## src/rtl/cypher_pkg.sv

```systemverilog
// Shared types and width helpers for the ciphertext UART transmitter.
// Pure declarations: no latency, no flow control.
package cypher_pkg;

    typedef enum logic [2:0] {
        IDLE   = 3'd0,
        START  = 3'd1,
        DATA   = 3'd2,
        PARITY = 3'd3,
        STOP   = 3'd4
    } tx_state_t;

    localparam int UART_DATA_BITS = 8;
    localparam int BIT_IDX_W      = $clog2(UART_DATA_BITS);

    // Baud counter width: ceil(log2(clks)), never narrower than one bit.
    function automatic int baud_width(input int clks);
        return (clks < 2) ? 1 : $clog2(clks);
    endfunction

endpackage

```

## src/rtl/byte_fifo.sv

```systemverilog
// Capture FIFO for ciphertext bytes; registered pointers, head readable combinationally.
// Push while full is dropped unless a pop happens on the same edge, which frees the slot.
module byte_fifo #(
    parameter int DEPTH = 16,
    parameter int WIDTH = 8
) (
    input  logic                   clk,
    input  logic                   rst,
    input  logic                   push,
    input  logic [WIDTH-1:0]       push_dat,
    input  logic                   pop,
    output logic [WIDTH-1:0]       pop_dat,
    output logic                   full,
    output logic                   empty,
    output logic [$clog2(DEPTH):0] count
);
    localparam int PTR_W = $clog2(DEPTH);
    localparam int CNT_W = PTR_W + 1;

    logic [WIDTH-1:0] mem [DEPTH];
    logic [PTR_W-1:0] wr_ptr;
    logic [PTR_W-1:0] rd_ptr;
    logic             do_push;
    logic             do_pop;

    assign empty   = (count == '0);
    assign full    = (count == CNT_W'(DEPTH));
    assign do_pop  = pop & ~empty;
    assign do_push = push & (~full | do_pop);
    assign pop_dat = mem[rd_ptr];

    always_ff @(posedge clk) begin
        if (do_push) begin
            mem[wr_ptr] <= push_dat;
        end
    end

    // Power-of-two depth lets the pointers wrap by plain overflow.
    always_ff @(posedge clk) begin
        if (rst) begin
            wr_ptr <= '0;
            rd_ptr <= '0;
            count  <= '0;
        end else begin
            if (do_push) begin
                wr_ptr <= wr_ptr + 1'b1;
            end
            if (do_pop) begin
                rd_ptr <= rd_ptr + 1'b1;
            end
            case ({do_push, do_pop})
                2'b10:   count <= count + 1'b1;
                2'b01:   count <= count - 1'b1;
                default: count <= count;
            endcase
        end
    end

endmodule

```

## src/rtl/cypher_uart_tx.sv

```systemverilog
// Captures nonzero cypher bytes and sends them 8N1 LSB first; push to start bit is two edges.
// No backpressure upstream: bytes arriving on a full FIFO are dropped (sticky overflow). Macro CYPHER_TX_PARITY_EN adds an even parity bit.
module cypher_uart_tx
    import cypher_pkg::*;
#(
    parameter int CLKS_PER_BIT = 16,
    parameter int FIFO_DEPTH   = 16
) (
    input  logic                        clk,
    input  logic                        rst,
    input  logic [7:0]                  cypher_in,
    output logic                        tx,
    output logic                        busy,
    output logic [$clog2(FIFO_DEPTH):0] fifo_count,
    output logic                        overflow
);
    localparam int BAUD_W = baud_width(CLKS_PER_BIT);
    localparam logic [BAUD_W-1:0]    BAUD_LAST = BAUD_W'(CLKS_PER_BIT - 1);
    localparam logic [BIT_IDX_W-1:0] BIT_LAST  = BIT_IDX_W'(UART_DATA_BITS - 1);

    tx_state_t                 state_q, state_d;
    logic [BAUD_W-1:0]         baud_q, baud_d;
    logic [BIT_IDX_W-1:0]      bit_idx_q, bit_idx_d;
    logic [UART_DATA_BITS-1:0] data_q, data_d;
    logic                      tx_q, tx_d;
    logic                      bit_end;
    logic                      push_req;
    logic                      pop;
    logic [7:0]                head_dat;
    logic                      fifo_full;
    logic                      fifo_empty;

    assign push_req = |cypher_in;
    assign bit_end  = (baud_q == BAUD_LAST);

    byte_fifo #(
        .DEPTH (FIFO_DEPTH),
        .WIDTH (8)
    ) u_fifo (
        .clk      (clk),
        .rst      (rst),
        .push     (push_req),
        .push_dat (cypher_in),
        .pop      (pop),
        .pop_dat  (head_dat),
        .full     (fifo_full),
        .empty    (fifo_empty),
        .count    (fifo_count)
    );

    always_comb begin
        state_d   = state_q;
        baud_d    = bit_end ? '0 : baud_q + 1'b1;
        bit_idx_d = bit_idx_q;
        data_d    = data_q;
        pop       = 1'b0;
        tx_d      = 1'b1;
        case (state_q)
            IDLE: begin
                baud_d = '0;
                if (!fifo_empty) begin
                    pop     = 1'b1;
                    data_d  = head_dat;
                    state_d = START;
                end
            end
            START: begin
                if (bit_end) begin
                    bit_idx_d = '0;
                    state_d   = DATA;
                end
            end
            DATA: begin
                if (bit_end) begin
                    if (bit_idx_q == BIT_LAST) begin
`ifdef CYPHER_TX_PARITY_EN
                        state_d = PARITY;
`else
                        state_d = STOP;
`endif
                    end else begin
                        bit_idx_d = bit_idx_q + 1'b1;
                    end
                end
            end
`ifdef CYPHER_TX_PARITY_EN
            PARITY: begin
                if (bit_end) begin
                    state_d = STOP;
                end
            end
`endif
            STOP: begin
                // Chain straight into the next start bit when more bytes are waiting.
                if (bit_end) begin
                    if (!fifo_empty) begin
                        pop     = 1'b1;
                        data_d  = head_dat;
                        state_d = START;
                    end else begin
                        state_d = IDLE;
                    end
                end
            end
            default: state_d = IDLE;
        endcase

        case (state_d)
            START:   tx_d = 1'b0;
            DATA:    tx_d = data_d[bit_idx_d];
`ifdef CYPHER_TX_PARITY_EN
            PARITY:  tx_d = ^data_d;
`endif
            default: tx_d = 1'b1;
        endcase
    end

    always_ff @(posedge clk) begin
        if (rst) begin
            state_q   <= IDLE;
            baud_q    <= '0;
            bit_idx_q <= '0;
            data_q    <= '0;
            tx_q      <= 1'b1;
            overflow  <= 1'b0;
        end else begin
            state_q   <= state_d;
            baud_q    <= baud_d;
            bit_idx_q <= bit_idx_d;
            data_q    <= data_d;
            tx_q      <= tx_d;
            if (push_req && fifo_full && !pop) begin
                overflow <= 1'b1;
            end
        end
    end

    assign tx   = tx_q;
    assign busy = (state_q != IDLE) | (fifo_count != '0);

endmodule

```

## config.mk

```make
export PLATFORM = sky130hd
export DESIGN_NAME = cypher_uart_tx
export DESIGN_NICKNAME = d
export VERILOG_FILES = /design/src/rtl/cypher_pkg.sv /design/src/rtl/byte_fifo.sv /design/src/rtl/cypher_uart_tx.sv
export SDC_FILE = /design/constraint.sdc
export NUM_CORES = 1
export LEC_CHECK = 0
export ABC_CLOCK_PERIOD_IN_PS = 2550
export CAP_MARGIN = 10
export CORE_AREA = 4 4 157 159
export CTS_CLUSTER_SIZE = 28
export DETAILED_ROUTE_END_ITERATION = 12
export DIE_AREA = 0 0 161 163
export PLACE_DENSITY = 0.51
export SLEW_MARGIN = 20
export SYNTH_ARGS = -nofsm -noshare
export SYNTH_HDL_FRONTEND = slang
export SYNTH_SLANG_ARGS = --single-unit
```

## constraint.sdc

```tcl
create_clock -name clk -period 2.55 [get_ports clk]
set_input_delay 0.255 -clock clk [delete_from_list [all_inputs] [get_ports clk]]
set_output_delay 0.255 -clock clk [all_outputs]
set_load 0.05 [all_outputs]
```

# --- Word-level counts from Yosys, hierarchy flattened ---
# Memory sizes are Yosys's and may differ from the RTL's. A register that Yosys moved wholly into a read port is not among the register bits.
# Cells that the tools add are included.
# W data, S select, Z words.
classes:
  add_sub_neg: 6
  magnitude_cmp: 1
  n_eq_ne: 10
  n_mux: 25
  bitwise: 6
  n_reduce_logical: 10
ops:
  columns: ["operator", "n"]
  rows:
  - ["$mux W3", 8]
  - ["$mux W8", 2]
  - ["$pmux W8 S2", 1]
  - ["$add A4 B1 Y4 const B", 3]
  - ["$pmux W3 S4", 1]
  - ["$pmux W5 S2", 1]
  - ["$mux W4", 2]
  - ["$reduce_or A8 Y1", 1]
  - ["$eq A3 B1 Y1 const B", 2]
  - ["$eq A3 B2 Y1 const B", 2]
  - ["$eq A3 B3 Y1 const B", 2]
  - ["$mux W1", 6]
  - ["$pmux W3 S2", 1]
  - ["$add A5 B1 Y5 const B", 1]
  - ["$eq A5 B5 Y1 const B", 1]
  - ["$logic_not A5 Y1", 1]
  - ["$reduce_bool A5 Y1", 1]
  - ["$sub A5 B1 Y5 const B", 1]
  - ["$eq A4 B4 Y1 const B", 1]
  - ["$lt A3 B4 Y1 const B", 1]
  - ["$pmux W1 S2", 2]
  - ["$add A3 B1 Y3 const B", 1]
  - ["$bmux W1 S3", 1]
  - ["$logic_not A3 Y1", 1]
  - ["other kinds (10)", 14]
word_totals:
  register_bits: 33
  mem_bits_rw: 128
  n_memories: 1
mem_list:
  columns: ["name", "words", "width", "rd", "rd_clocked_by_memory_dff", "wr", "line_no", "rtl"]
  rows:
  - ["u_fifo.mem", 16, 8, 1, 1, 1, "byte_fifo.sv:20", "logic [WIDTH-1:0] mem [DEPTH];"]

# --- Longest topological paths before layout ---
# Gate-level depths: netlist of run 1.
logic_depth:
  word_depth: 9
  ltp_mapped: 12
  ltp_nobuf: 12

# --- Cells and area by module ---
# A second synthesis of run 1 with hierarchy kept.
hier_totals:
  hier_cells: 436
  hier_area_um2: 6906.6
modules_own_cells:
  columns: ["mod", "n_inst", "cells_per_inst", "area_per_inst_um2", "seq_area_each_um2"]
  rows:
  - ["byte_fifo", 1, 325, 5866.9, 4184.0]
  - ["cypher_uart_tx", 1, 111, 1039.7, 400.4]

# --- Worst setup path after synthesis of run 1 ---
# Ideal clock, no wire load.
synth_path:
  path_type: "reg-to-reg"
  start: "reg u_fifo.count[0]"
  end: "reg u_fifo.count[4]"
  arrival_ps: 2564
  required_ps: 2422
  slack_ps: -141
  path_stages_with_launch: 12
  period_less_slack_ps: 2691
  path_cell_list: "dfxtp_1 -> nor4_4 -> a221oi_4 -> nand3_1 -> inv_1 -> ha_1 -> nor2b_1 -> o21ai_0 -> nor4b_1 -> a31oi_1 -> xnor2_1 -> nor2_1"
synth_via:
  elab_chain_cells: 9
  word_cells_on_any_way: 16
  cone_classes: "2 x add/sub; 3 x eq/ne; 4 x mux; 5 x bitwise; 2 x reduce/logical"
synth_rtl:
  columns: ["element", "line_no", "rtl"]
  rows:
  - ["start: declaration", "byte_fifo.sv:15", "output logic [$clog2(DEPTH):0] count"]
  - ["start signal: assignment", "byte_fifo.sv:52", "2'b10: count <= count + 1'b1;"]
  - ["start signal: assignment", "byte_fifo.sv:53", "2'b01: count <= count - 1'b1;"]
  - ["start signal: assignment", "byte_fifo.sv:54", "default: count <= count;"]
  - ["$logic_not A5 Y1", "byte_fifo.sv:26", "assign empty = (count == '0);"]
  - ["$mux W1", "cypher_uart_tx.sv:61, cypher_uart_tx.sv:96", null]
  - ["$mux W1", "cypher_uart_tx.sv:95", "if (bit_end) begin"]
  - ["$pmux W1 S2", "cypher_uart_tx.sv:58", "case (state_q)"]
  - ["$and A1 B1 Y1", "byte_fifo.sv:28", "assign do_pop = pop & ~empty;"]
  - ["$or A1 B1 Y1", "byte_fifo.sv:29", "assign do_push = push & (~full | do_pop);"]
  - ["$and A1 B1 Y1", "byte_fifo.sv:29", null]
  - ["$eq A2 B1 Y1 or $eq A2 B2 Y1 (tied branches)", "byte_fifo.sv:51", "case ({do_push, do_pop})"]
  - ["$pmux W5 S2 or $reduce_bool A2 Y1 (tied branches)", null, null]
# Parallel ways exist; a longest one is shown, timed or not.
# A chain may end at the register's enable or synchronous reset.

# --- Worst setup path in the final report of run 1 ---
layout_path:
  start: "reg baud_q[0]"
  end: "mem u_fifo.mem[7][4] (enable)"
layout_via:
  elab_chain_cells: 8
layout_rtl:
  columns: ["element", "line_no", "rtl"]
  rows:
  - ["start: declaration", "cypher_uart_tx.sv:22", "logic [BAUD_W-1:0] baud_q, baud_d;"]
  - ["start signal: assignment", "cypher_uart_tx.sv:128", "baud_q <= baud_d;"]
  - ["$eq A4 B4 Y1", "cypher_uart_tx.sv:34", "assign bit_end = (baud_q == BAUD_LAST);"]
  - ["$mux W1", "cypher_uart_tx.sv:95", null]
  - ["$pmux W1 S2", "cypher_uart_tx.sv:58", null]
  - ["$and A1 B1 Y1", "byte_fifo.sv:28", null]
  - ["$or A1 B1 Y1", "byte_fifo.sv:29", null]
  - ["$and A1 B1 Y1", "byte_fifo.sv:29", null]
  - ["$mux W1", "byte_fifo.sv:33", "if (do_push) begin"]
  - ["$mux W1 (not written as such)", "byte_fifo.sv:34", "mem[wr_ptr] <= push_dat;"]
  - ["end: declaration", "byte_fifo.sv:20", null]
# No other way between the ends.

==> results of run 1 <==
==> per-layer routing <==
layer | vias to the layer above | share of wire, % | GRT usage (%)
met5 | - | 0 | 0
met4 | 0 | 1.8 | 4.50
met3 | 17 | 5.5 | 2.63
met2 | 88 | 50 | 20.8
met1 | 2017 | 42 | 15.9
li1 | 1844 | - | -
==> path summary, 6_finish.rpt <==
path / endpoint / slack [ns] / cells past startpoint
max reg2reg: u_fifo.mem[7][4] / 0.13 / 6
max: u_fifo.mem[7][4] / 0.13 / 6
min reg2reg: data_q[3] / 0.46 / 2
min: data_q[3] / 0.46 / 2
==> power groups by stage <==
stage / Combinational (uW) / Sequential [uW] / Clock (uW)
after floorplan: 1190 / 3280 / 0
after global routing: 2010 / 3170 / 2810
after global placement: 1860 / 3210 / 0
after CTS: 1880 / 3160 / 2690
after detailed placement: 1870 / 3220 / 0
final: 1840 / 3160 / 2640
==> sequential cells by signal, summed over array words and instances (netlist names), named ones only <==
| signal | count |
|---|---|
| u_fifo.mem | 128 |
| u_fifo.rd_ptr | 4 |
| overflow | 1 |
| baud_q | 4 |
| tx | 1 |
| u_fifo.wr_ptr | 4 |
| state_q | 3 |
| u_fifo.count | 5 |
| data_q | 8 |
| bit_idx_q | 3 |
==> kinds of logic (layout without fill, tap and decap cells) <==
group	Yosys count	after routing	share of synthesized area [%]
multiplexers	44	44	11.8
XOR/XNOR	12	12	1.52
flip-flops	165	165	66.2
buffers and inverters	32	105	2.93
AO/OA/AOI/OAI	60	60	6.72
AND/OR/NAND/NOR	122	122	8.69
adder cells (fa/ha/maj)	11	11	2.10
==> worst register-to-register path, stage by stage, from the launching register on <==
cell and delay (ns):
dfxtp_1 0.35, ha_2 0.22, nand3_4 0.10, a21oi_1 0.26, o21a_1 0.26, nand2_1 0.18
nor2_1 0.68
==> Yosys cell counts (all sizes together), types with 2 or more instances <==
library cell	number
and2	3
a2111oi	2
ha	10
nor4	3
buf	17
a21oi	15
mux4	29
a211o	2
xnor2	7
nand2	27
a211oi	5
o22ai	5
mux2i	12
nor3	8
mux2	3
a31oi	3
a221oi	3
nand3	11
a21o	2
clkbuf	7
o21ai	6
a22o	2
nand4	3
nor2	46
edfxtp	128
dfxtp	37
xor2	5
or2	2
nand4b	2
inv	8
nand2b	5
a32oi	2
a22oi	3
nor2b	8
==> repair_timing <==
item | 4_1_cts | 5_1_grt
resized for setup | 1 | 13
setup endpoints to repair | 8 | 91
hold endpoints to repair | 0 | 0
hold buffers | 0 | 0
pin swaps | 0 | 0
buffers inserted | 0 | 0
==> stage by stage <==
step	hold WS, ns	std cells
floorplan	0.343	446
global placement	0.444	806
detailed placement	0.447	806
CTS	0.457	838
global route	0.479	838
finish	0.456	838
==> area by class of cell <==
class | instances | area (um2) | share of cell area, %
clock inverters | 12 | 166 | 1.98
well taps | 319 | 399 | 4.75
flip-flops and latches | 165 | 4590 | 54.7
inverters | 8 | 30.0 | 0.357
repair buffers | 65 | 608 | 7.24
multi-input cells | 249 | 2170 | 25.8
clock buffers | 20 | 437 | 5.20
==> impl_results.md, run 1 <==
* CP max stage delay at around 0.7 ns
* Seq/Total Area, Yosys at 66.2%
* Sw Pwr at 2180 uW
* Total GRT Usage at 12.4%
* Post-route ant nets at 0
* TritonCTS clock tree: done
* Area contributors post-synth: edfxtp_1 (56%), dfxtp_1 (11%), mux4_2 (8.5%)
* Sw frac at between 20% and 30%
* CP top delay family: simple AND/OR/NAND/NOR gates
* Final Hold Vio Count at 0
* Main flop type after synthesis: edfxtp_1
* Share of flip-flops with an asynchronous set or reset at 0%
* DRC errors left at 0
* Worst path cell trace: ha_2 > nand3_4 > a21oi_1 > o21a_1 > nand2_1 > nor2_1
* Initial DRT Pass Iterations at 4
* Largest area contributor in the netlist: edfxtp_1
* P_leak at between 0.002 and 0.003 uW
* GRT overflow at 0
* Hold Crit Class: reg2reg
* Final core occ at 36.1%
* Pre-CTS WS at -0.235 ns
* Worst hold start: data_q[3]
* FILL cells at ~2,200
* RSZ-0062 raised after global routing: true
* Worst Setup Path Type: reg2reg
* DRT iter0 DRCs at 496
* Period minus WS final at 2.42 ns
* Ports at 18
* Max cap viols at 0
* Setup ws final at between 0.1 and 0.15 ns
* Worst IR Drop VDD at slightly above 0.4 mV
* Die H at 163 um
* Post-Place Cell Area at roughly 7800 um2
* Core area at 23,300 um2
* Num CTS Buffers at 17
* Crit share post-route at between 90% and 100%
* Layout cells sized above 1 at 25.8%
* Pwr dens at 909 nW/um2
* CP max FO at 8
* Vias in the first global route at approximately 4,000
* Sequential power share at 41.3%
* Nets@finish at ~530
* Die width at around 160 um
* Layout area overhead at 21.3%
* Total clock sinks at 165
* Initial core utilization at 29.8%
* Die Area at roughly 26,000 um2
* Initial antenna violation count at 0
* First-pass GRT wire length at around 24 mm
* Share of the synthesized area in the top cell type at 55.5%
* Slew HR at between 40% and 50%
* Post-Route WL at between 15 and 20 mm
* Gpl congestion at 0.771
* Clk root buf: clkbuf_16
* Slew Limit Fails at 0
* Crit-path slowest cell: nor2_1
* Peak Freq at slightly above 400 MHz
* Post-synth cell types at 60
* Critical Path Start: baud_q[0]
* Port-buffer cells at 17
* Via count at just under 4,000
* Total power at 7640 uW
* Worst Tran Pin Value at approximately 0.8 ns
* Worst EP required at ~2.6 ns
* Core Rows at 56
* Commonest non-fill, non-tap cells in the layout: edfxtp_1 (128), buf_4 (42), nor2_1 (37)
* Post-synth EDFFs at approximately 130
* Worst-skew pair later-pin latency at roughly 0.43 ns
* Clock Tree Buf Depth at 2
* Final TNS setup at 0 ns
* H-tree depth at 4
* Reg2reg start: baud_q[0]
* Crit path DAT at approximately 2.5 ns
* Clock-pin slew on the worst setup and hold paths at roughly 0.060 ns
* Synthesized flop and latch total at between 150 and 200
* Mapped cell area at around 6900 um2
* Worst Path Buf+Inv at 0
* ANT cells at 0
* Avg Cell Area, Syn at roughly 16 um2
* Crit path launch type: register
* WL/cell at 18.7 um
* Internal power at roughly 5500 uW
* CP endpoint kind: register
* Detailed placer's ending HPWL at approximately 11 mm
* Fraction of power consumed by combinational cells at around 24%
* Commonest non-fill, non-tap cell in the layout: edfxtp_1
* Final setup fails at 0
* Clock power share at about a third
* Net count after synthesis at 467
* Post-route clock skew at ~0.012 ns
* Status: finished clean
* Routed vias/inst at ~4.7
* Largest net degree at the start of global routing at 31
* Syn. warnings at 0
* Finished Cell Area at between 8000 and 9000 um2
* Post-synthesis instance total at approximately 450
Note: power is estimated with default switching activity, not from simulation.
==> run 2: changes to the inputs <==
Settings changed: CORE_AREA 4 4 157 159 to 4 4 118 120, DIE_AREA 0 0 161 163 to 0 0 122 124, PLACE_DENSITY 0.51 to 0.79.
==> run 2 against run 1 <==
  * Sequential power barely moved
  * Critical endpoint is now busy
  * Register-to-register slack gained 0.04 ns
  * Combinational power shrank 7%
  * Via count rose by 2.3%
  * Largest power group unchanged
  * Clock skew down 0.0030 ns
  * Setup slack gained 0.0061 ns
  * Die area fell by 42%
==> impl_results.md, run 2 (synthesis gave the netlist of run 1 again) <==
* Commonest non-fill, non-tap cell in the layout: edfxtp_1
* Final Hold Vio Count at 0
* Total clock sinks at between 150 and 200
* Peak Freq at 414 MHz
* TritonCTS clock tree: done
* Post-Route WL at 14.2 mm
* CP endpoint kind: output pin
* Worst EP required at ~2.3 ns
* Nets@finish at between 500 and 600
* Vias in the first global route at roughly 4,100
* Clock Tree Buf Depth at 2
* Placed cell count at around 670
* CP max stage delay at about 0.70 ns
* Clock-pin slew on the worst setup and hold paths at approximately 0.070 ns
* Die Area at approximately 15,000 um2
* P_leak at roughly 0.0028 uW
* Final core occ at between 60% and 70%
* Initial antenna violation count at 0
* Worst-skew pair later-pin latency at 0.43 ns
* Largest regs: u_fifo.mem (128), data_q (8), u_fifo.count (5)
* Core Rows at 42
* Setup ws final at 0.137 ns
* Period minus WS final at 2.41 ns
* Largest reg by FF count: u_fifo.mem
* Post-route clock skew at around 0.0093 ns
* Worst Tran Pin Value at 0.760 ns
* Layout cells sized above 1 at between 20% and 30%
* Final setup fails at 0
* Die H at between 100 and 150 um
* Layout area overhead at 18.6%
* Routed vias/inst at between 5 and 6
* Worst path cell trace: or2_2 > buf_4 > nor2_1 > nand2_1 > clkdlybuf4s50_1
* Max FFs per register at approximately 130
* Detailed placer's ending HPWL at 9.33 mm
* ANT cells at 0
* Total GRT Usage at between 15 and 20%
* Ports at 18
* DRC errors left at 0
* Post-route ant nets at 0
* Clk root buf: clkbuf_16
* Commonest non-fill, non-tap cells in the layout: edfxtp_1 (128), buf_4 (52), nor2_1 (46)
* Pre-CTS WS at -0.284 ns
* Gpl congestion at between 0.8 and 0.9
* Crit path launch type: register
* Crit path DAT at roughly 2.2 ns
* Slew Limit Fails at 0
* Worst IR Drop VDD at roughly 0.57 mV
* WL/cell at approximately 20 um
* DRT iter0 DRCs at around 380
* Initial core utilization at between 50% and 60%
* Die width at 122 um
* Worst Setup Path Type: reg2out
* Max cap viols at 0
* Num CTS Buffers at 17
* First-pass GRT wire length at 22.0 mm
* Slew HR at between 40 and 50%
* Status: finished clean
* FILL cells at ~900
* RSZ-0062 raised after global routing: false
* Post-CTS Hold Fix Bufs at 0
* CP top delay family: buffers and inverters
* Post-CTS Setup Bufs at 0
* CP max FO at 3
* GRT overflow at 0
* Initial DRT Pass Iterations at 5
* Largest net degree at the start of global routing at 33
* H-tree depth at 4
* Pwr dens at 909 nW/um2
* Final std cells w/o fill at 700
* Port-buffer cells at 17
* Core area at between 10,000 and 15,000 um2
* Hold Crit Class: reg2reg
* Crit-path slowest cell: clkdlybuf4s50_1
* Via count at between 4,000 and 5,000
* Worst Path Buf+Inv at 2
* Crit share post-route at approximately 95%
run 2: area by class of cell:
class | instances | area, um2 | area share [%]
tap | 176 | 220 | 2.68
sequential | 165 | 4590 | 55.9
clock inverter | 14 | 168 | 2.04
clock buffer | 17 | 425 | 5.18
multi-input combinational | 249 | 2170 | 26.5
inverter | 8 | 30.0 | 0.366
timing repair buffer | 71 | 601 | 7.31
run 2: power by group:
| part | internal (uW) | leakage (uW) | total, uW | switching, uW |
|---|---|---|---|---|
| clock network | 1470 | 0.000289 | 2580 | 1110 |
| registers | 3070 | 0.00147 | 3170 | 93.0 |
| logic | 787 | 0.00106 | 1720 | 935 |
| total | 5330 | 0.00282 | 7470 | 2140 |
run 2: layer usage:
layer  track usage, %  vias up  share of wire, %
li1                 -     1856                 -
met1             25.8     2058                42
met2             32.8      118                50
met3             4.72       27               5.1
met4             8.12        0               2.3
met5                0        -                 0
run 2: final timing paths:
kind                    from               to  slack, ns  depth (start not counted)
setup / recovery  state_q[0]             busy       0.14                          5
hold / removal     data_q[3]        data_q[3]       0.47                          2
setup reg to reg   baud_q[1]  u_fifo.count[4]       0.17                         11
hold reg to reg    data_q[3]        data_q[3]       0.47                          2
run 2: stage by stage:
stage | hold slack [ns] | total power [uW] | setup TNS, ns | cell area (um2)
after floorplan | 0.343 | 4470 | 0 | 6930
after global placement | 0.445 | 4880 | -0.280 | 7580
after detailed placement | 0.455 | 4930 | -0.469 | 7580
after CTS | 0.461 | 7510 | 0 | 8180
after global routing | 0.486 | 7780 | 0 | 8210
final | 0.466 | 7470 | 0 | 8210
run 2: what timing repair did:
action                                  CTS  global route
endpoints found under the setup margin    1             1
resized for setup                         1             9
pin swaps                                 0             5
endpoints found under the hold margin     0             0
run 2: worst register-to-register path: stages (launching register included):
cell and delay [ns]:
dfxtp_2 0.35, ha_4 0.15, nand3_4 0.09, a221oi_4 0.34, nand3_2 0.20, fa_2 0.40, nor2b_1 0.11, o21ai_1 0.09
nor4b_2 0.16, a31oi_1 0.18, xnor2_1 0.14, nor2_1 0.05
